--- src/rtl/sum_accumulator_if.sv ---
// rtl/sum_accumulator_if.sv - sample input, start and result handshake bundle for sum_accumulator
interface sum_accumulator_if #(
  parameter int ACC_WIDTH = 8
);
  logic                 start;
  logic                 in_valid;
  logic [4:0]           in_sum;
  logic                 in_ready;
  logic                 result_valid;
  logic                 result_ready;
  logic [ACC_WIDTH-1:0] acc_out;
  logic                 overflow;
  logic                 busy;

  // Producer/consumer side: drives samples and start, takes the result
  modport master (
    output start, in_valid, in_sum, result_ready,
    input  in_ready, result_valid, acc_out, overflow, busy
  );

  // Accumulator side
  modport slave (
    input  start, in_valid, in_sum, result_ready,
    output in_ready, result_valid, acc_out, overflow, busy
  );
endinterface

--- src/rtl/sum_accumulator.sv ---
// rtl/sum_accumulator.sv - saturating accumulator of NUM_SAMPLES adder sums with result handshake
module sum_accumulator #(
  parameter int NUM_SAMPLES = 4,
  parameter int ACC_WIDTH   = 8
) (
  input  logic             clk,
  input  logic             rst_n,
  sum_accumulator_if.slave bus
);

  localparam int CNT_W = $clog2(NUM_SAMPLES + 1);
  localparam logic [CNT_W-1:0] CNT_LAST = CNT_W'(NUM_SAMPLES - 1);
  localparam logic [ACC_WIDTH-1:0] ACC_MAX = {ACC_WIDTH{1'b1}};

  typedef enum logic [1:0] {
    S_IDLE  = 2'd0,
    S_ACCUM = 2'd1,
    S_DONE  = 2'd2
  } state_t;

  state_t               state_q, state_d;
  logic [ACC_WIDTH-1:0] acc_q, acc_d;
  logic                 ovf_q, ovf_d;
  logic [CNT_W-1:0]     cnt_q, cnt_d;

  // One extra bit above the accumulator: its MSB flags saturation
  logic [ACC_WIDTH:0]   sum_ext;
  logic                 xfer;

  // Unsaturated sum of the running total and the zero-extended sample
  always_comb begin
    sum_ext = {1'b0, acc_q} + {{(ACC_WIDTH - 4){1'b0}}, bus.in_sum};
  end

  // Next-state and datapath decode; in_ready depends on state only
  always_comb begin
    state_d = state_q;
    acc_d   = acc_q;
    ovf_d   = ovf_q;
    cnt_d   = cnt_q;
    xfer    = 1'b0;
    unique case (state_q)
      S_IDLE: begin
        if (bus.start) begin
          state_d = S_ACCUM;
          acc_d   = '0;
          ovf_d   = 1'b0;
          cnt_d   = '0;
        end
      end
      S_ACCUM: begin
        xfer = bus.in_valid;
        if (xfer) begin
          if (sum_ext[ACC_WIDTH]) begin
            acc_d = ACC_MAX;
            ovf_d = 1'b1;
          end else begin
            acc_d = sum_ext[ACC_WIDTH-1:0];
          end
          cnt_d = cnt_q + 1'b1;
          if (cnt_q == CNT_LAST) begin
            state_d = S_DONE;
          end
        end
      end
      S_DONE: begin
        if (bus.result_ready) begin
          state_d = S_IDLE;
        end
      end
      default: begin
        state_d = S_IDLE;
      end
    endcase
  end

  // State and datapath registers; reset discards any partial run
  always_ff @(posedge clk or negedge rst_n) begin
    if (!rst_n) begin
      state_q <= S_IDLE;
      acc_q   <= '0;
      ovf_q   <= 1'b0;
      cnt_q   <= '0;
    end else begin
      state_q <= state_d;
      acc_q   <= acc_d;
      ovf_q   <= ovf_d;
      cnt_q   <= cnt_d;
    end
  end

  // Registered outputs decoded from state
  always_comb begin
    bus.in_ready     = (state_q == S_ACCUM);
    bus.result_valid = (state_q == S_DONE);
    bus.busy         = (state_q != S_IDLE);
    bus.acc_out      = acc_q;
    bus.overflow     = ovf_q;
  end

endmodule

--- src/flat_wrapper.sv ---
// flat-port wrapper written by rule: the top's interface ports become plain ports
module sum_accumulator_flat 
#(
  parameter int NUM_SAMPLES = 4,
  parameter int ACC_WIDTH   = 8
)
  (clk, rst_n, bus_start, bus_in_valid, bus_in_sum, bus_result_ready, bus_in_ready, bus_result_valid, bus_acc_out, bus_overflow, bus_busy);
  sum_accumulator_if #(.ACC_WIDTH(ACC_WIDTH)) bus_i ();
  input  logic clk;
  input  logic rst_n;
  input wire logic [$bits(bus_i.start)-1:0] bus_start;
  input wire logic [$bits(bus_i.in_valid)-1:0] bus_in_valid;
  input wire logic [$bits(bus_i.in_sum)-1:0] bus_in_sum;
  input wire logic [$bits(bus_i.result_ready)-1:0] bus_result_ready;
  output wire logic [$bits(bus_i.in_ready)-1:0] bus_in_ready;
  output wire logic [$bits(bus_i.result_valid)-1:0] bus_result_valid;
  output wire logic [$bits(bus_i.acc_out)-1:0] bus_acc_out;
  output wire logic [$bits(bus_i.overflow)-1:0] bus_overflow;
  output wire logic [$bits(bus_i.busy)-1:0] bus_busy;
  assign bus_i.start = bus_start;
  assign bus_i.in_valid = bus_in_valid;
  assign bus_i.in_sum = bus_in_sum;
  assign bus_i.result_ready = bus_result_ready;
  assign bus_in_ready = bus_i.in_ready;
  assign bus_result_valid = bus_i.result_valid;
  assign bus_acc_out = bus_i.acc_out;
  assign bus_overflow = bus_i.overflow;
  assign bus_busy = bus_i.busy;
  sum_accumulator #(.NUM_SAMPLES(NUM_SAMPLES), .ACC_WIDTH(ACC_WIDTH)) u_core (.clk(clk), .rst_n(rst_n), .bus(bus_i));
endmodule
--- config.mk ---
export PLATFORM = sky130hd
export DESIGN_NAME = sum_accumulator_flat
export DESIGN_NICKNAME = d
export VERILOG_FILES = /design/src/rtl/sum_accumulator_if.sv /design/src/rtl/sum_accumulator.sv /design/src/flat_wrapper.sv
export SDC_FILE = /design/constraint.sdc
export NUM_CORES = 1
export LEC_CHECK = 0
export ABC_AREA = 1
export CORE_AREA = 2 2 49 51
export DETAILED_ROUTE_END_ITERATION = 12
export DIE_AREA = 0 0 51 53
export PLACE_DENSITY = 0.8
export SYNTH_ARGS = -nofsm -noshare
export SYNTH_HDL_FRONTEND = slang
export SYNTH_SLANG_ARGS = --single-unit
--- constraint.sdc ---
create_clock -name clk -period 2.71 [get_ports clk]
set_input_delay 0.271 -clock clk [delete_from_list [all_inputs] [get_ports clk]]
set_output_delay 0.271 -clock clk [all_outputs]
set_load 0.01 [all_outputs]
Word level (Yosys, flattened, before mapping)
Cells that the tools add are included.
{ "word_totals": {"register_bits": 14, "input_bits": 10, "out_inout_bits": 12, "elab_cells": 36} }
{ "op_classes": {"addsub": 2, "n_eq_ne": 8, "muxes": 16, "reduce_logical": 6} }
{ "op_table": {"columns": ["operator", "count"], "rows": [
  ["8-bit two-way mux", 3],
  ["8-bit one-hot mux with 2 select lines", 1],
  ["8-bit by 5-bit adder with 9-bit output", 1],
  ["2-bit two-way mux", 4],
  ["4-bit AND reduction", 2],
  ["3-bit two-way mux", 2],
  ["2-bit != test, second input constant", 3],
  ["2-bit one-hot mux with 3 select lines", 1],
  ["3-bit one-hot mux with 2 select lines", 1],
  ["2-bit by 1-bit != test with 1-bit output, second input constant", 2],
  ["2-bit nonzero test", 2],
  ["3-bit by 1-bit adder with 3-bit output, second input constant", 1],
  ["3-bit by 2-bit == test with 1-bit output, second input constant", 1],
  ["1-bit two-way mux", 3],
  ["3-bit AND reduction", 1],
  ["2-bit by 1-bit == test with 1-bit output, second input constant", 1],
  ["2-bit == test, second input constant", 1],
  ["2-bit logical NOT", 1],
  ["1-bit one-hot mux with 2 select lines", 1]
]} }

Logic depth before layout (Yosys ltp)
Gate-level depths: netlist (run 1).
{ "logic_depth": {"depth_word": 4, "mapped_depth": 10, "depth_no_buf": 10} }

Least setup slack after synthesis (run 1)
No wires, ideal clock.
{ "synth_timing": {"path_kind": "register to register", "start": "register u_core.acc_q[0] (netlist: u_core.bus.acc_out[0])", "end": "register u_core.acc_q[4] (netlist: u_core.bus.acc_out[4])", "setup_time_ns": 0.126, "t_arrival_ns": 1.595, "required_time_ns": 2.584, "slack_ns": 0.989, "path_stages_with_launch": 8, "n_path_buf": 0, "period_less_slack_ns": 1.721, "path_cell_list": "dfrtp_1 ha_1 fa_1 nand3_1 nand3_1 or2_1 nand3_1 nand3_1"} }
{ "synth_via": {"elab_chain_len": 4} }
{ "synth_lines": {"columns": ["element", "line_no", "text"], "rows": [
  ["start: declaration", "sum_accumulator.sv:22", "logic [ACC_WIDTH-1:0] acc_q, acc_d;"],
  ["start signal: assignment", "sum_accumulator.sv:81", "acc_q <= '0;"],
  ["start signal: assignment", "sum_accumulator.sv:86", "acc_q <= acc_d;"],
  ["8-bit by 5-bit adder with 9-bit output", "sum_accumulator.sv:32", "sum_ext = {1'b0, acc_q} + {{(ACC_WIDTH - 4){1'b0}}, bus.in_sum};"],
  ["8-bit two-way mux", "sum_accumulator.sv:54", "if (sum_ext[ACC_WIDTH]) begin"],
  ["8-bit two-way mux", "sum_accumulator.sv:53", "if (xfer) begin"],
  ["8-bit one-hot mux with 2 select lines", "sum_accumulator.sv:42", "unique case (state_q)"]
]} }
Every way passes these cells. The select of a mux whose other input is x is not followed.
A chain may end at the register's enable or synchronous reset.

Final worst setup path (run 1)
{ "layout_timing": {"start": "register u_core.acc_q[0] (netlist: u_core.bus.acc_out[0])", "end": "register u_core.acc_q[5] (netlist: u_core.bus.acc_out[5])"} }
Same word-level chain as after synthesis.

==> results of run 1 <==
## metal layers
metal	vias to the layer above	GRT usage, %	part of all wire (%)
met5	-	0	0
met4	0	10.4	1.6
met3	6	2.26	4.0
met2	30	29.2	47
met1	394	23.9	48
li1	431	-	-
## layout by cell type, fill, tap and decap left out, drive strengths merged
cell	count
nand2	43
clkdlybuf4s50	21
inv	15
dfrtp	14
nand3	14
nor2	9
ha	7
o21ai	4
clkbuf	4
a21oi	2
or2	2
o211ai	2
o22ai	1
o21bai	1
clkinv	1
xnor2	1
a21boi	1
a22o	1
fa	1
## area by class of cell
cell class                      count  area, um2  area share [%]
Timing Repair Buffer               21        210            17.2
Inverter                           16       62.6            5.12
Sequential cell                    14        350            28.7
Multi-Input combinational cell     89        528            43.2
Clock buffer                        4       36.3            2.97
Tap cell                           28       35.0            2.87
## final timing paths
kind,startpoint,endpoint,slack (ns),depth (start not counted)
worst max-delay path,u_core.bus.acc_out[0],u_core.bus.acc_out[5],0.83,10
worst min-delay path,rst_n,u_core.bus.acc_out[7],0.37,1
worst max register to register,u_core.bus.acc_out[0],u_core.bus.acc_out[5],0.83,10
worst min register to register,u_core.cnt_q[0],u_core.cnt_q[0],0.50,1
max in group asynchronous,rst_n,u_core.cnt_q[2],1.93,1
min in group clk,u_core.cnt_q[0],u_core.cnt_q[0],0.50,1
## flip-flops by register name, indices dropped and copies added, names as in the netlist
signal	count
u_core.bus.acc_out	8
u_core.cnt_q	3
u_core.bus.overflow	1
u_core.state_q	2
## power groups by stage
stage / clock [mW] / combinational, mW / sequential, mW
after floorplan: 0 / 0.395 / 0.368
after global placement: 0 / 0.620 / 0.356
after detailed placement: 0 / 0.633 / 0.360
after CTS: 0.157 / 0.640 / 0.356
after global routing: 0.168 / 0.725 / 0.367
final: 0.156 / 0.636 / 0.359
## critical path, delay by kind of cell, from the launching register on
| kind | cells | cell delay, ns |
|---|---|---|
| adders and majority gates | 2 | 0.64 |
| buffers and inverters | 1 | 0.05 |
| DFF | 1 | 0.41 |
| and+or+nand+nor | 7 | 0.68 |
## kinds of logic (layout without fill, tap and decap cells)
logic type / Yosys count / in the layout / synth area share (%)
simple gates: 68 / 68 / 34.8
compound gates: 12 / 12 / 8.91
flops: 14 / 14 / 37.2
buf+inv: 16 / 41 / 6.65
xor+xnor: 1 / 1 / 0.931
fa+ha+maj: 8 / 8 / 11.4
## through the flow
| stage | hold WS, ns | total power, mW | utilization, % | cell area, um2 | setup slack, ns |
|---|---|---|---|---|---|
| 2_1_floorplan | -0.0246 | 0.764 | - | 941 | 0.989 |
| 3_3_place_gp | 0.482 | 0.977 | 55.2 | 1190 | 0.696 |
| 3_5_place_dp | 0.489 | 0.994 | 55.2 | 1190 | 0.626 |
| 4_1_cts | 0.398 | 1.15 | 56.9 | 1220 | 0.835 |
| 5_1_grt | 0.437 | 1.26 | 56.9 | 1220 | 0.701 |
| 6_report | 0.367 | 1.15 | 56.9 | 1220 | 0.832 |
==> results.md, run 1 <==
- Detailed placement ended at an HPWL of between 1500 and 2000 um.
- The clock latency at the later pin of the worst-skew pair is slightly below 0.3 ns.
- The cell internal power dissipation is between 600 and 700 uW.
- The number of warning messages in the yosys log is 0.
- The number of pins with negative max-slew slack in the final report is 0.
- TritonCTS built the clock tree.
- The top-level I/O count is 22.
- The required time reported for the critical path endpoint is 2.88 ns.
- Sequential cells burn a little under a third of the power.
- The relative slew slack is between 50% and 60%.
- TritonCTS created 3 clock buffers.
- The instance count of the mapped netlist is between 100 and 150.
- The ratio of cells with drive above 1 in the final layout is between 10% and 20%.
- Yosys mapped the design onto 26 distinct sky130hd cell types.
- Net switching is between 40% and 50% of the power.
- The type of destination of the critical path is a flop.
- The finished layout holds around 170 standard cells, fillers aside.
- The core area is 0.00215 mm2.
- The run finished with clean final reports.
- Once the floorplan was initialized, standard cells occupied 43.8% of the core.
- The routability congestion estimate from global placement is approximately 0.84.
- 0 antenna diodes ended up in the layout.
- The clock sink count is 14.
- Summing every instance area after synthesis gives ~940 um2.
- Counting flops with a built-in enable in the synthesized netlist gives 0.
- The share of total power dissipated in combinational logic is a little under three fifths.
- After layout, the worst path uses 69.3% of the clock period.
- After clock tree synthesis, the clock-pin slew on the worst setup and hold paths is about 0.1 ns.
- The largest single stage delay on the critical path is roughly 0.41 ns.
- The first routing iteration left 23 violations.
- The via count of the first global-routing pass was 835.
- Traced cell by cell, the critical path runs through ha_1 -> fa_1 -> nand3_1 -> nand3_1 -> nand2_2 -> nand2_2 -> nand2_4 -> nand2_2 -> inv_1 -> nand2_1.
- Including well taps, the total number of placed cells is roughly 170.
- The top flip-flop cell by instance count after synthesis is sky130_fd_sc_hd__dfrtp_1.
- Setup violations remaining at the end of the flow were counted as 0.
- The post-route clock skew is about 0.0091 ns.
- Static timing analysis puts the maximum clock frequency at roughly 0.53 GHz.
- Measured along the y axis, the die boundary spans about 53 um.
- The number of placement rows is 17.
- Detailed routing inserted a total of 861 vias.
- The startpoint type of the worst setup path is a flop.
- The maximum fanout along the worst path is 7.
- Dividing the detail-routed wire length by the instance count gives about 12 um.
- The top-area cell type share of the netlist area is a little under two fifths.
- For this design, the slowest cell found on the critical path is sky130_fd_sc_hd__dfrtp_1.
- The remaining routing DRC violations is 0.
- The number of optimization iterations in the first detailed-route pass is 5.
- The net count after synthesis is 137.
- The cell sitting at the root of the clock tree is a sky130_fd_sc_hd__clkbuf_4.
- The setup path with the least slack is of type reg -> reg.
- The number of synthesized register bits is 14.
- Setup repair after global routing left no endpoint under its margin.
- The routed design could run at a clock period as short as ~1.9 ns.
- The post-cts repair resize count is 0.
- By area the synthesized netlist is led by sky130_fd_sc_hd__dfrtp_1 37%, sky130_fd_sc_hd__nand2_1 15%, sky130_fd_sc_hd__ha_1 9.3%.
- Entering global routing, the biggest net connects 15 pins.
- In this run the number of H-tree levels came out at 1.
- The total overflow reported by the global router is 0.
- The share of flip-flops with an asynchronous set or reset is between 90% and 100%.
- The most frequent cell after synthesis is sky130_fd_sc_hd__nand2_1.
- Hold repair after CTS inserted 0 buffers.
- The first global-routing pass estimated roughly 3700 um of wire.
- The total wire length is roughly 2100 um.
- The number of port buffers is 21.
- The clock passes through at most 2 buffers.
- The commonest cells after synthesis are 37 x sky130_fd_sc_hd__nand2_1, 14 x sky130_fd_sc_hd__dfrtp_1, 13 x sky130_fd_sc_hd__nand3_1.
- Summed over all nets, the switching power comes to slightly below 500 uW.
- Once detail routing completed, the nets flagged for antenna violations numbered 0.
- Summed over all cells, the static leakage comes to ~0.63 nW.
- VDD sags by at most between 0.5 and 0.6 mV.
- The path class of the tightest hold or removal check is in -> async.
- Max-cap violations in this run came to 0.
- Setup total negative slack on the finished layout was measured at 0 ns.
- The number of setup buffers added after CTS is 0.
- The mean instance size in the synthesized netlist is 7.91 um2.
- For the pin with the worst max-slew slack, the measured transition is ~0.63 ns.
- The number of nets in the layout is approximately 160.
- The clock share of power is a little over an eighth.
- The number of antenna violations at the first check in global routing was 0.
- The die area is approximately 0.0027 mm2.
- sky130_fd_sc_hd__dfrtp_1 takes more of the synthesized area than any other cell.
- Counting the fill cells in the layout gives 190.
- Sequential elements use 37.2% of the synthesized area.
- The cell that appears most often on the critical path is sky130_fd_sc_hd__nand2_2.
- Across every metal layer, demand over resource in global routing totals a little under a fifth.
- The routed via count divided by cell count is 5.01.
- The power density normalized to cell area is between 900 and 1000 mW/mm2.
- The number of hold violations in the final report is 0.
- At the worst endpoint, the arrival time is ~2.1 ns.
- Measured along the x axis, the die boundary spans 51 um.
- The area growth from synthesis to layout is 29.9%.
(Power assumes the default switching activity.)
==> inputs of run 2 (changes only) <==
--- a/config.mk
+++ b/config.mk
@@ -6,9 +6,9 @@
 export NUM_CORES = 1
 export LEC_CHECK = 0
 export ABC_AREA = 1
-export CORE_AREA = 2 2 49 51
+export CORE_AREA = 2 2 50 52
 export DETAILED_ROUTE_END_ITERATION = 12
-export DIE_AREA = 0 0 51 53
+export DIE_AREA = 0 0 52 54
 export PLACE_DENSITY = 0.8
 export SYNTH_ARGS = -nofsm -noshare
 export SYNTH_HDL_FRONTEND = slang
==> constraint.sdc (replaced) <==
create_clock -name clk -period 1.7 [get_ports clk]
set_input_delay 0.17 -clock clk [delete_from_list [all_inputs] [get_ports clk]]
set_output_delay 0.17 -clock clk [all_outputs]
set_load 0.01 [all_outputs]
==> results.md, run 2 (same netlist as run 1, synthesis figures left out) <==
- TritonCTS built the clock tree.
- Among all stages on the critical path, the largest delay is contributed by sky130_fd_sc_hd__dfrtp_1.
- For this run, the detailed router's first-pass iteration total came to 5.
- The number of antenna violations at the first check in global routing is 0.
- After detailed routing, the average wire length per cell comes to approximately 12 um.
- In this run the tightest slew margin relative to its limit is 56.4%.
- The required time reported for the critical path endpoint is 1.89 ns.
- The number of hold violations in the final report is 0.
- The count of inserted antenna diode cells is 0.
- The number of cell instances on the worst register-to-register path is 10.
- Walking the worst path, the cells encountered are ha_4 -> fa_2 -> nand3_2 -> nand3_4 -> nand2_2 -> nand2_2 -> nand2_4 -> nand2_2 -> inv_2 -> nand2_1.
- The clock sink count is 14.
- The startpoint type of the worst setup path is a flop.
- The maximum clock rate is around 0.60 GHz.
- In this run the number of H-tree levels came out at 1.
- The maximum number of pins on one net before global-route repair is 15.
- The number of CTS-inserted buffers is 3.
- The detailed router finished its first iteration with 11 violations.
- The class of the most critical hold timing path is in -> async.
- The library cell used most frequently in the layout, excluding fill and tap cells, is sky130_fd_sc_hd__nand2_1.
- Detailed routing inserted a total of about 850 vias.
- Setup repair after global routing could not meet its margin everywhere.
- The register with the most flip-flops in the layout has 8 of them.
- The startpoint identified for the worst register-to-register timing path is u_core.bus.acc_out[0].
- The total overflow reported by the global router is 0.
- The register-to-register path setup slack is 0.04 ns.
- The post-CTS clock slew at the launch and capture registers of the worst setup and hold paths is 0.10 ns.
- The number of buffers inserted for hold repair after clock tree synthesis is 0.
- The count of buffers added on input and output ports is 21.
- Grouping stages by cell kind, the critical path spends the most delay in adder cells.
- Routability-driven placement finished with a final weighted congestion of roughly 0.87.
- In this design, the stage delay of the slowest critical-path cell is 0.42 ns.
- The core area is ~0.0023 mm2.
- The estimated wirelength of the detail-placed design is 1610 um.
- The via count of the first global-routing pass is slightly above 800.
- The vertical die dimension is around 54 um.
- The post-route clock period utilization is between 90% and 100%.
- The count of nets left with antenna violations once routing finished came out at 0.
- In this run, placement finished with an instance count of about 170.
- The floorplan has 18 rows.
- The number of pins with negative max-slew slack in the final report is 0.
- The final layout contains routed wiring with a total length of ~2100 um.
- The die is around 52 um wide.
- The remaining routing DRC violations is 0.
- In this run the power density over the cells is 1500 mW/mm2.
- The worst setup slack after placement is -0.255 ns.
- The area overhead of the layout relative to synthesis is 34.4%.
- The first global-routing pass estimated about 3600 um of wire.
- The fill cell instance count of the final layout is 219.
- Of all nets on the critical path, the largest fanout is 7.
- Leaving out filler cells and counting taps, the final layout contains ~180.
- 22 I/O pins were placed.
- The count of maximum capacitance violations is 0.
- The critical path start-end classification is reg -> reg.
- In this run the static leakage power is 0.643 nW.
- The flow ran to the end, and the final reports show no timing, DRC or antenna violations.
- No sink is reached through more buffers than the 2 on the longest clock path.
- STA puts the critical path data arrival time at between 1.5 and 2 ns.
- Dividing the detail-routed via count by the number of cells gives 4.84.
- The total track usage is between 10% and 20%.
- Setup violations remaining at the end of the flow were counted as 0.
- In the layout the commonest cells are 37 x sky130_fd_sc_hd__nand2_1, 21 x sky130_fd_sc_hd__clkdlybuf4s50_1, 14 x sky130_fd_sc_hd__dfrtp_1.
- The type of destination of the critical path is a flop.
- The number of buffers and inverters on the critical path is 1.
- For the final database, setup skew stands at between 0.003 and 0.004 ns.
- The worst setup slack after layout is 0.0380 ns.
- For this run, the post-layout net count is ~160.
- The final period demand of the worst path is roughly 1.7 ns.
- The clock latency at the later pin of the worst-skew pair is roughly 0.29 ns.
- The root buffer cell is sky130_fd_sc_hd__clkbuf_4.
- The die area is 0.00281 mm2.
- Across the VDD grid, the largest voltage drop is 0.968 mV.
- Of the cells placed in the final design, the portion with a size suffix greater than 1 is between 10% and 20%.
- For the pin with the worst max-slew slack, the measured transition is around 0.65 ns.
- The most numerous cell type found on the critical path is sky130_fd_sc_hd__nand2_2.
- The endpoint of the worst register-to-register path is u_core.bus.acc_out[5].
- For this configuration, the core starts out at a cell density of approximately two fifths.
-- run 2: per-stage QoR --
stage / instance area [um2] / hold slack [ns] / util, % / total power, mW / TNS [ns]
floorplan: 946 / -0.126 / - / 1.22 / 0
global placement: 1200 / 0.487 / 51.8 / 1.58 / -1.29
detailed placement: 1200 / 0.492 / 51.8 / 1.62 / -1.92
CTS: 1240 / 0.290 / 53.5 / 1.88 / 0
global route: 1260 / 0.319 / 54.5 / 2.08 / -0.0345
finish: 1260 / 0.273 / 54.5 / 1.89 / 0
-- run 2: worst max path at each step --
stage | from | end | slack (ns) | cells past startpoint
5_1_grt | u_core.bus.acc_out[0] | u_core.bus.acc_out[5] | -0.03 | 10
4_1_cts | u_core.bus.acc_out[0] | u_core.bus.acc_out[5] | 0.002 | 10
3_3_place_gp | bus_in_sum[0] | u_core.bus.acc_out[5] | -0.17 | 11
3_5_place_dp | bus_in_sum[0] | u_core.bus.acc_out[5] | -0.25 | 11
6_report | u_core.bus.acc_out[0] | u_core.bus.acc_out[5] | 0.04 | 10
2_1_floorplan | u_core.bus.acc_out[0] | u_core.bus.acc_out[4] | 0.02 | 7
-- run 2: cell type report --
cell class / instances / area [um2] / share of cell area [%]
Multi-Input combinational cell: 89 / 561 / 44.3
Clock buffer: 4 / 36.3 / 2.87
Timing Repair Buffer: 22 / 218 / 17.2
Inverter: 16 / 62.6 / 4.95
Sequential cell: 14 / 350 / 27.7
Tap cell: 30 / 37.5 / 2.97
-- run 2: power breakdown --
part           total, mW  switching (mW)  leakage (nW)  internal [mW]
sequential         0.571           0.117         0.180          0.455
combinational       1.07           0.555         0.443          0.516
clock              0.253           0.122        0.0210          0.130
-- run 2: timing repair --
item                                    CTS  global route
buffers inserted                          0             0
cloned                                    0             0
gates resized for setup                   1             5
endpoints found under the setup margin    7             8
pin swaps                                 0             4
-- run 2: per-layer routing --
layer,share of wire (%),track usage (%)
met5,0,0
met2,49,30.4
met4,3.0,10.1
met1,45,21.5
met3,2.6,3.61
